### src/rtl/ransac_fixed_pkg.sv
// Shared fixed-point operand type and its saturation bounds.
package ransac_fixed;

  localparam int FIXED_W = 16;

  typedef logic signed [FIXED_W-1:0] fixed_t;

  localparam fixed_t FIXED_MAX = 16'sh7fff;
  localparam fixed_t FIXED_MIN = 16'sh8000;

endpackage

### src/rtl/fp_sat_add_sub.sv
// Saturating fixed_t add/subtract; clamped flags any overflow.
module fp_sat_add_sub
  import ransac_fixed::*;
(
  input  fixed_t lhs,
  input  fixed_t rhs,
  input  logic   subtract,
  output fixed_t res,
  output logic   clamped
);

  logic signed [FIXED_W:0] lhs_w;
  logic signed [FIXED_W:0] rhs_w;
  logic signed [FIXED_W:0] wide;

  assign lhs_w = {lhs[FIXED_W-1], lhs};
  assign rhs_w = {rhs[FIXED_W-1], rhs};

  always_comb begin
    wide    = subtract ? lhs_w - rhs_w : lhs_w + rhs_w;
    clamped = wide[FIXED_W] != wide[FIXED_W-1];
    res     = wide[FIXED_W-1:0];
    // Sign of the wide result picks the rail.
    unique case (1'b1)
      clamped && wide[FIXED_W]:  res = FIXED_MIN;
      clamped && !wide[FIXED_W]: res = FIXED_MAX;
      default:                   res = wide[FIXED_W-1:0];
    endcase
  end

endmodule

### src/rtl/fp_accumulator.sv
// Saturating accumulator: sums beats until last/max_count, then holds result.
module fp_accumulator
  import ransac_fixed::*;
#(
  parameter type         external_pipeline = logic,
  parameter int unsigned max_count         = 16
)
(
  input  logic             clock,
  input  logic             reset,
  input  logic             in_valid,
  output logic             in_ready,
  input  fixed_t           in_value,
  input  logic             in_subtract,
  input  logic             in_last,
  input  external_pipeline pipeline_i,
  output logic             out_valid,
  input  logic             out_ready,
  output fixed_t           out_sum,
  output logic [15:0]      out_count,
  output logic             out_saturated,
  output external_pipeline pipeline_o
);

  typedef enum logic {ACCUM, DONE} state_t;

  localparam logic [15:0] MAX_CNT = 16'(max_count);

  state_t           state;
  fixed_t           acc;
  fixed_t           acc_nxt;
  logic [15:0]      count;
  logic [15:0]      count_nxt;
  logic             sat;
  logic             clamp;
  logic             accept;
  logic             close;
  external_pipeline pipe;

  fp_sat_add_sub u_sat (
    .lhs      (acc),
    .rhs      (in_value),
    .subtract (in_subtract),
    .res      (acc_nxt),
    .clamped  (clamp)
  );

  assign in_ready      = state == ACCUM;
  assign out_valid     = state == DONE;
  assign out_sum       = acc;
  assign out_count     = count;
  assign out_saturated = sat;
  assign pipeline_o    = pipe;

  assign count_nxt = count + 16'd1;
  assign accept    = in_valid && in_ready;
  assign close     = in_last || (count_nxt == MAX_CNT);

  always_ff @(posedge clock) begin
    if (reset) begin
      state <= ACCUM;
      acc   <= '0;
      count <= '0;
      sat   <= 1'b0;
      pipe  <= '0;
    end else begin
      unique case (state)
        ACCUM: begin
          if (accept) begin
            acc   <= acc_nxt;
            count <= count_nxt;
            sat   <= sat | clamp;
            pipe  <= pipeline_i;
            if (close) state <= DONE;
          end
        end
        DONE: begin
          // Sideband stays until the next accepted beat overwrites it.
          if (out_ready) begin
            state <= ACCUM;
            acc   <= '0;
            count <= '0;
            sat   <= 1'b0;
          end
        end
      endcase
    end
  end

endmodule
### config.mk
export PLATFORM = sky130hd
export DESIGN_NAME = fp_accumulator
export DESIGN_NICKNAME = d
export VERILOG_FILES = /design/src/rtl/ransac_fixed_pkg.sv /design/src/rtl/fp_sat_add_sub.sv /design/src/rtl/fp_accumulator.sv
export SDC_FILE = /design/constraint.sdc
export NUM_CORES = 1
export LEC_CHECK = 0
export BUFFER_PORTS_ARGS = -buffer_cell sky130_fd_sc_hd__buf_4
export CAP_MARGIN = 20
export CORE_ASPECT_RATIO = 0.7
export CORE_MARGIN = 2
export CORE_UTILIZATION = 34
export DETAILED_ROUTE_END_ITERATION = 6
export SLEW_MARGIN = 30
export SYNTH_ARGS = -nofsm -noshare
export SYNTH_HDL_FRONTEND = slang
export SYNTH_HIERARCHICAL = 1
export SYNTH_SLANG_ARGS = --single-unit
### constraint.sdc
create_clock -name clock -period 11.2 [get_ports clock]
set_input_delay 2.24 -clock clock [delete_from_list [all_inputs] [get_ports clock]]
set_output_delay 2.24 -clock clock [all_outputs]
set_load 0.01 [all_outputs]
==> flow_summary.ini, run 1 <==
[worst_setup_path]
crit_type = in2reg
cp-end-kind = flip-flop
critPathArrivalTime_ns = 6.70
crit_path_start_kind = input pin
crit_fanout = 16
cp.required_ns = 11.41

[cts]
cts_resized = 0
numCtsBuffers = 5
clkTransAtPathRegs_ns = 0.06
clockRootBuffer = clkbuf_16
postCtsSetupBuffers = 0
htree_levels = 2
clock_latency_ns = 0.28
clk_path_buf_depth = 2
cts.hold.buffers_added = 0
clock-sinks = 35
cts_tree = built

[synth]
ys.flop_type = dfxtp_1
ys_seq_elements = 35
synth_common_cells = nor2_1, dfxtp_1, a21oi_1
synth_top_area_cell = dfxtp_1
yosys-top-cells-area = dfxtp_1, ha_1, xnor2_1
synthCells = 380
async_reset_ff_share_pct = 0
synth_area_um2 = 2970
synth.most_common_cell = nor2_1
synth_top_area_share_pct = 23.6
synth_cell_type_count = 56
syn-mean-instance-area_um2 = 7.82
ys_seq_area_share_pct = 23.6
postSynthNetCount = 424
synth_edf_count = 0
yosysWarningCount = 6

[layout]
diodes = 0
nets = 466
post_route_cells_drive_above_1_share_pct = 20.1
final_cell_area_um2 = 3590
syn_to_final_growth_pct = 21.0
instances_no_fill = 543

[die]
fp.coreArea_um2 = 8480
die_h_um = 82.2
start_util_pct = 35.0
dieArea_um2 = 9510
fp-row-count = 28
pin_count = 59
dieWidth_um = 116

[place]
io_buffers = 58
place_inst = 535
gp_congestion = 0.798
placed_area_um2 = 3450
hpwl_um = 5910

[route]
vias_per_cell = 5.37
drc_errors = 0
first_iter_violations = 179
drt-total-wl_um = 7920
routedWlPerCell_um = 14.6
vias = 2916
final_antenna_net_count = 0
firstDrtPassIters = 5

[global_route]
antenna_found_initial = 0
grt_pass1_wl_um = 13100
grt_pass1_vias = 2617
grt_util_all_layers_pct = 17.2
grt_max_degree = 37
overflow = 0

[worst_hold_path]
holdCritPathClass = reg2reg

[sta]
slew_headroom_pct = 36.0
rsz0062_at_grt = no
finalHoldViolations = 0
clock.fmax_ghz = 0.154
min_period_ns = 6.49
fin_tns_setup_ns = 0
worst_pin_slew_ns = 0.958
finalSetupViolCount = 0
maxSlewViolCount = 0
fin_hold_ws_ns = 0.454
fin_crit_sh_pct = 57.9
skew_ns = 0.00300

[power_and_ir_drop]
powerDensity_nw_per_um2 = 196
p_switching_mw = 0.287
power.share.clock_pct = 19.2
pwr-share-seq_pct = 24.4
power.leakage_nw = 1.56
peakVddDrop_mv = 0.0788
p_comb_share_pct = 56.4
p_total_mw = 0.705
internal_power_mw = 0.418
switching_share_pct = 40.7

[run]
cap_violations = 0

[outcome]
status = finished, final reports clean
## power by group through the flow
stage | registers [mW] | clock network [mW] | logic (mW)
2_1_floorplan | 0.176 | 0 | 0.287
3_3_place_gp | 0.175 | 0 | 0.391
3_5_place_dp | 0.175 | 0 | 0.395
4_1_cts | 0.173 | 0.138 | 0.397
5_1_grt | 0.175 | 0.144 | 0.443
6_report | 0.172 | 0.135 | 0.398
## path summary, 6_finish.rpt
path                      startpoint                      end  slack, ns  cells after the start
max                      in_value[6]  out_sum[0]$_SDFFE_PP0P_       4.71                     16
min          pipeline_o$_SDFFE_PP0P_  pipeline_o$_SDFFE_PP0P_       0.45                      2
min reg2reg  pipeline_o$_SDFFE_PP0P_  pipeline_o$_SDFFE_PP0P_       0.45                      2
max reg2reg  out_sum[0]$_SDFFE_PP0P_  out_sum[0]$_SDFFE_PP0P_       7.07                     15
## final cells by class
cell class,instances,area (um^2)
Inverter,11,41.3
Timing Repair Buffer,60,450
Fill cell,886,4880
Clock buffer,5,125
Sequential cell,35,701
Clock inverter,3,20.0
Tap cell,120,150
Multi-Input combinational cell,309,2110
## cells in the final DEF, fill, tap and decap left out, drive strengths merged, types with 7 or more instances in the layout
cell type	synthesis	final
ha	20	20
nor2	49	49
dfxtp	35	35
xor2	12	12
nor4	7	7
inv	11	11
a21o	18	18
nor3	12	12
xnor2	24	24
o21ai	22	22
a22oi	21	21
nand2	21	21
buf	7	60
a21oi	31	31
a31oi	7	7
nand4	8	8
## registers in the layout, summed over array words and instances (netlist names)
register,flops
out_saturated,1
out_count,16
out_sum,16
pipeline_o,1
out_valid,1
## stage by stage
step	setup WS (ns)	utilization (%)
floorplan	5.26	-
global placement	4.62	40.7
detailed placement	4.47	40.7
CTS	4.75	42.4
global route	4.28	42.4
finish	4.71	42.4
## worst max-delay path, stage by stage
cell	delay (ns)
buf_4	0.13
or4_4	0.56
nor3_1	0.45
a21oi_1	0.16
xnor2_1	0.15
ha_1	0.41
nand2_1	0.11
o21ai_0	0.14
o21ba_2	0.18
o21ai_0	0.29
xnor2_1	0.13
ha_1	0.52
nor2b_1	0.82
o21bai_1	0.22
a22oi_1	0.09
nor2_1	0.09
## per-layer routing
layer / global-route usage (%) / wire, um
met2: 25.6 / 3410
met1: 25.8 / 4160
met4: 2.86 / 41
met5: 0 / 0
met3: 3.43 / 304
## kinds of logic (layout without fill, tap and decap cells)
logic type	after synthesis	in the layout	share of synthesized area, %
AOI/OAI and AO/OA	126	126	28.0
buffers and inverters	36	79	5.60
muxes	2	2	0.674
adders and majority gates	21	21	9.10
and+or+nand+nor	124	124	22.2
xor gates and xnor gates	36	36	10.9
DFF	35	35	23.6
(Power assumes the default switching activity.)
==> inputs of run 2 (changes only) <==
==> constraint.sdc (replaced) <==
create_clock -name clock -period 5.7 [get_ports clock]
set_input_delay 1.14 -clock clock [delete_from_list [all_inputs] [get_ports clock]]
set_output_delay 1.14 -clock clock [all_outputs]
set_load 0.01 [all_outputs]
==> flow_summary.ini, run 2 (synthesized netlist as in run 1, its figures left out) <==
[route]
firstDrtPassIters = 4
drc_errors = 0
first_iter_violations = 170
vias = 2940
routedWlPerCell_um = 14.6
drt-total-wl_um = 7930
vias_per_cell = 5.40
final_antenna_net_count = 0

[global_route]
antenna_found_initial = 0
grt_pass1_wl_um = 12800
grt_util_all_layers_pct = 16.9
grt_max_degree = 37
grt_pass1_vias = 2570
overflow = 0

[sta]
slew_headroom_pct = 46.9
min_period_ns = 4.89
fin_tns_setup_ns = 0
maxSlewViolCount = 0
rsz0062_at_grt = no
finalHoldViolations = 0
worst_pin_slew_ns = 0.796
finalSetupViolCount = 0
fin_ws_ns = 0.810
skew_ns = 0.00308
fin_crit_sh_pct = 85.8
clock.fmax_ghz = 0.205

[cts]
cts_resized = 0
cts_tree = built
clock_latency_ns = 0.28
clk_path_buf_depth = 2
clkTransAtPathRegs_ns = 0.05
clockRootBuffer = clkbuf_16
cts.hold.buffers_added = 0
numCtsBuffers = 5
clock-sinks = 35
postCtsSetupBuffers = 0
htree_levels = 2

[layout]
diodes = 0
syn_to_final_growth_pct = 21.5
post_route_cells_drive_above_1_share_pct = 20.5
nets = 468
final_common_cell = buf_4
nFillCells = 879
final_cell_area_um2 = 3610
layout_common_cells = buf_4, nor2_1, dfxtp_1, a21oi_1, xnor2_1

[worst_setup_path]
cp-endpoint = out_sum[0]$_SDFFE_PP0P_
cp.required_ns = 5.91
rr_startpoint = out_sum[0]$_SDFFE_PP0P_
startpoint = in_value[6]
reg2reg_depth = 15
cp-end-kind = flip-flop
r2r_end = out_sum[0]$_SDFFE_PP0P_
crit_path_start_kind = input pin
critPathArrivalTime_ns = 5.10
rrSetupSlack_ns = 2.09
crit_fanout = 15
crit_type = in2reg

[die]
start_util_pct = 35.0
dieArea_um2 = 9510
fp-row-count = 28
die_h_um = 82.2
dieWidth_um = 116
fp.coreArea_um2 = 8480
pin_count = 59

[place]
io_buffers = 58
pre_cts_ws_ns = 0.259
hpwl_um = 5790
placed_area_um2 = 3460
gp_congestion = 0.827

[power_and_ir_drop]
powerDensity_nw_per_um2 = 389
power.share.clock_pct = 19.4
switching_share_pct = 40.1
p_switching_mw = 0.564
p_comb_share_pct = 56.7
pwr-share-seq_pct = 23.9
peakVddDrop_mv = 0.203
internal_power_mw = 0.841
power.leakage_nw = 1.58

[outcome]
status = finished, final reports clean

[worst_hold_path]
holdCritPathClass = reg2reg

[run]
cap_violations = 0
[run 2: cell types whose count changed in the layout (fill, tap and decap cells not counted)]
cell	delta
clkbuf_8	+1
clkinvlp_4	-2
nor2b_1	-1
buf_4	+2
nor2b_2	+1
[run 2: worst min-delay path by stage]
| stage | from | to | slack, ns | cells after the start |
|---|---|---|---|---|
| after floorplan | pipeline_o$_SDFFE_PP0P_ | pipeline_o$_SDFFE_PP0P_ | 0.48 | 2 |
| after global placement | pipeline_o$_SDFFE_PP0P_ | pipeline_o$_SDFFE_PP0P_ | 0.44 | 2 |
| after detailed placement | pipeline_o$_SDFFE_PP0P_ | pipeline_o$_SDFFE_PP0P_ | 0.46 | 2 |
| after CTS | pipeline_o$_SDFFE_PP0P_ | pipeline_o$_SDFFE_PP0P_ | 0.47 | 2 |
| after global routing | pipeline_o$_SDFFE_PP0P_ | pipeline_o$_SDFFE_PP0P_ | 0.47 | 2 |
| final | pipeline_o$_SDFFE_PP0P_ | pipeline_o$_SDFFE_PP0P_ | 0.47 | 2 |
[run 2: stage by stage]
stage	cells	hold slack, ns	power [mW]	util (%)
2_1_floorplan	380	0.481	0.910	-
3_3_place_gp	537	0.444	1.12	40.9
3_5_place_dp	537	0.457	1.13	40.9
4_1_cts	544	0.468	1.41	42.5
5_1_grt	544	0.473	1.53	42.6
6_report	544	0.466	1.40	42.6
[run 2: area by class of cell]
cell class / count / area [um^2] / share of cell area, %
timing repair buffer: 62 / 465 / 12.9
tap: 120 / 150 / 4.16
sequential: 35 / 701 / 19.4
clock buffer: 6 / 139 / 3.85
multi-input combinational: 309 / 2110 / 58.4
clock inverter: 1 / 5.00 / 0.139
inverter: 11 / 41.3 / 1.14
[run 2: routing by layer]
layer / global-route usage (%) / up-vias / share of wire, % / routed length (um)
met5: 0 / - / 0 / 0
met4: 3.45 / 0 / 0.68 / 54
met3: 4.09 / 7 / 5.0 / 397
met2: 24.6 / 63 / 42 / 3330
met1: 25.2 / 1389 / 52 / 4150
li1: - / 1481 / - / -
[run 2: worst max-delay path, stage by stage]
cell and delay, ns:
buf_4 0.13, or4_4 0.55, nor3_1 0.46, a21oi_1 0.17
xnor2_1 0.15, ha_1 0.39, nand2_1 0.10, o21ai_0 0.15
o21ba_2 0.19, o21ai_0 0.33, xnor2_1 0.13, ha_1 0.33
nor2b_2 0.50, o21bai_1 0.20, a22oi_1 0.10, nor2_1 0.09
[run 2: power by group through the flow]
stage                     Sequential, mW  Clock (mW)  Combinational [mW]
after floorplan                    0.346           0               0.564
after global routing               0.343       0.289               0.894
after detailed placement           0.342           0               0.790
after global placement             0.343           0               0.774
after CTS                          0.337       0.279               0.795
final                              0.335       0.272               0.797
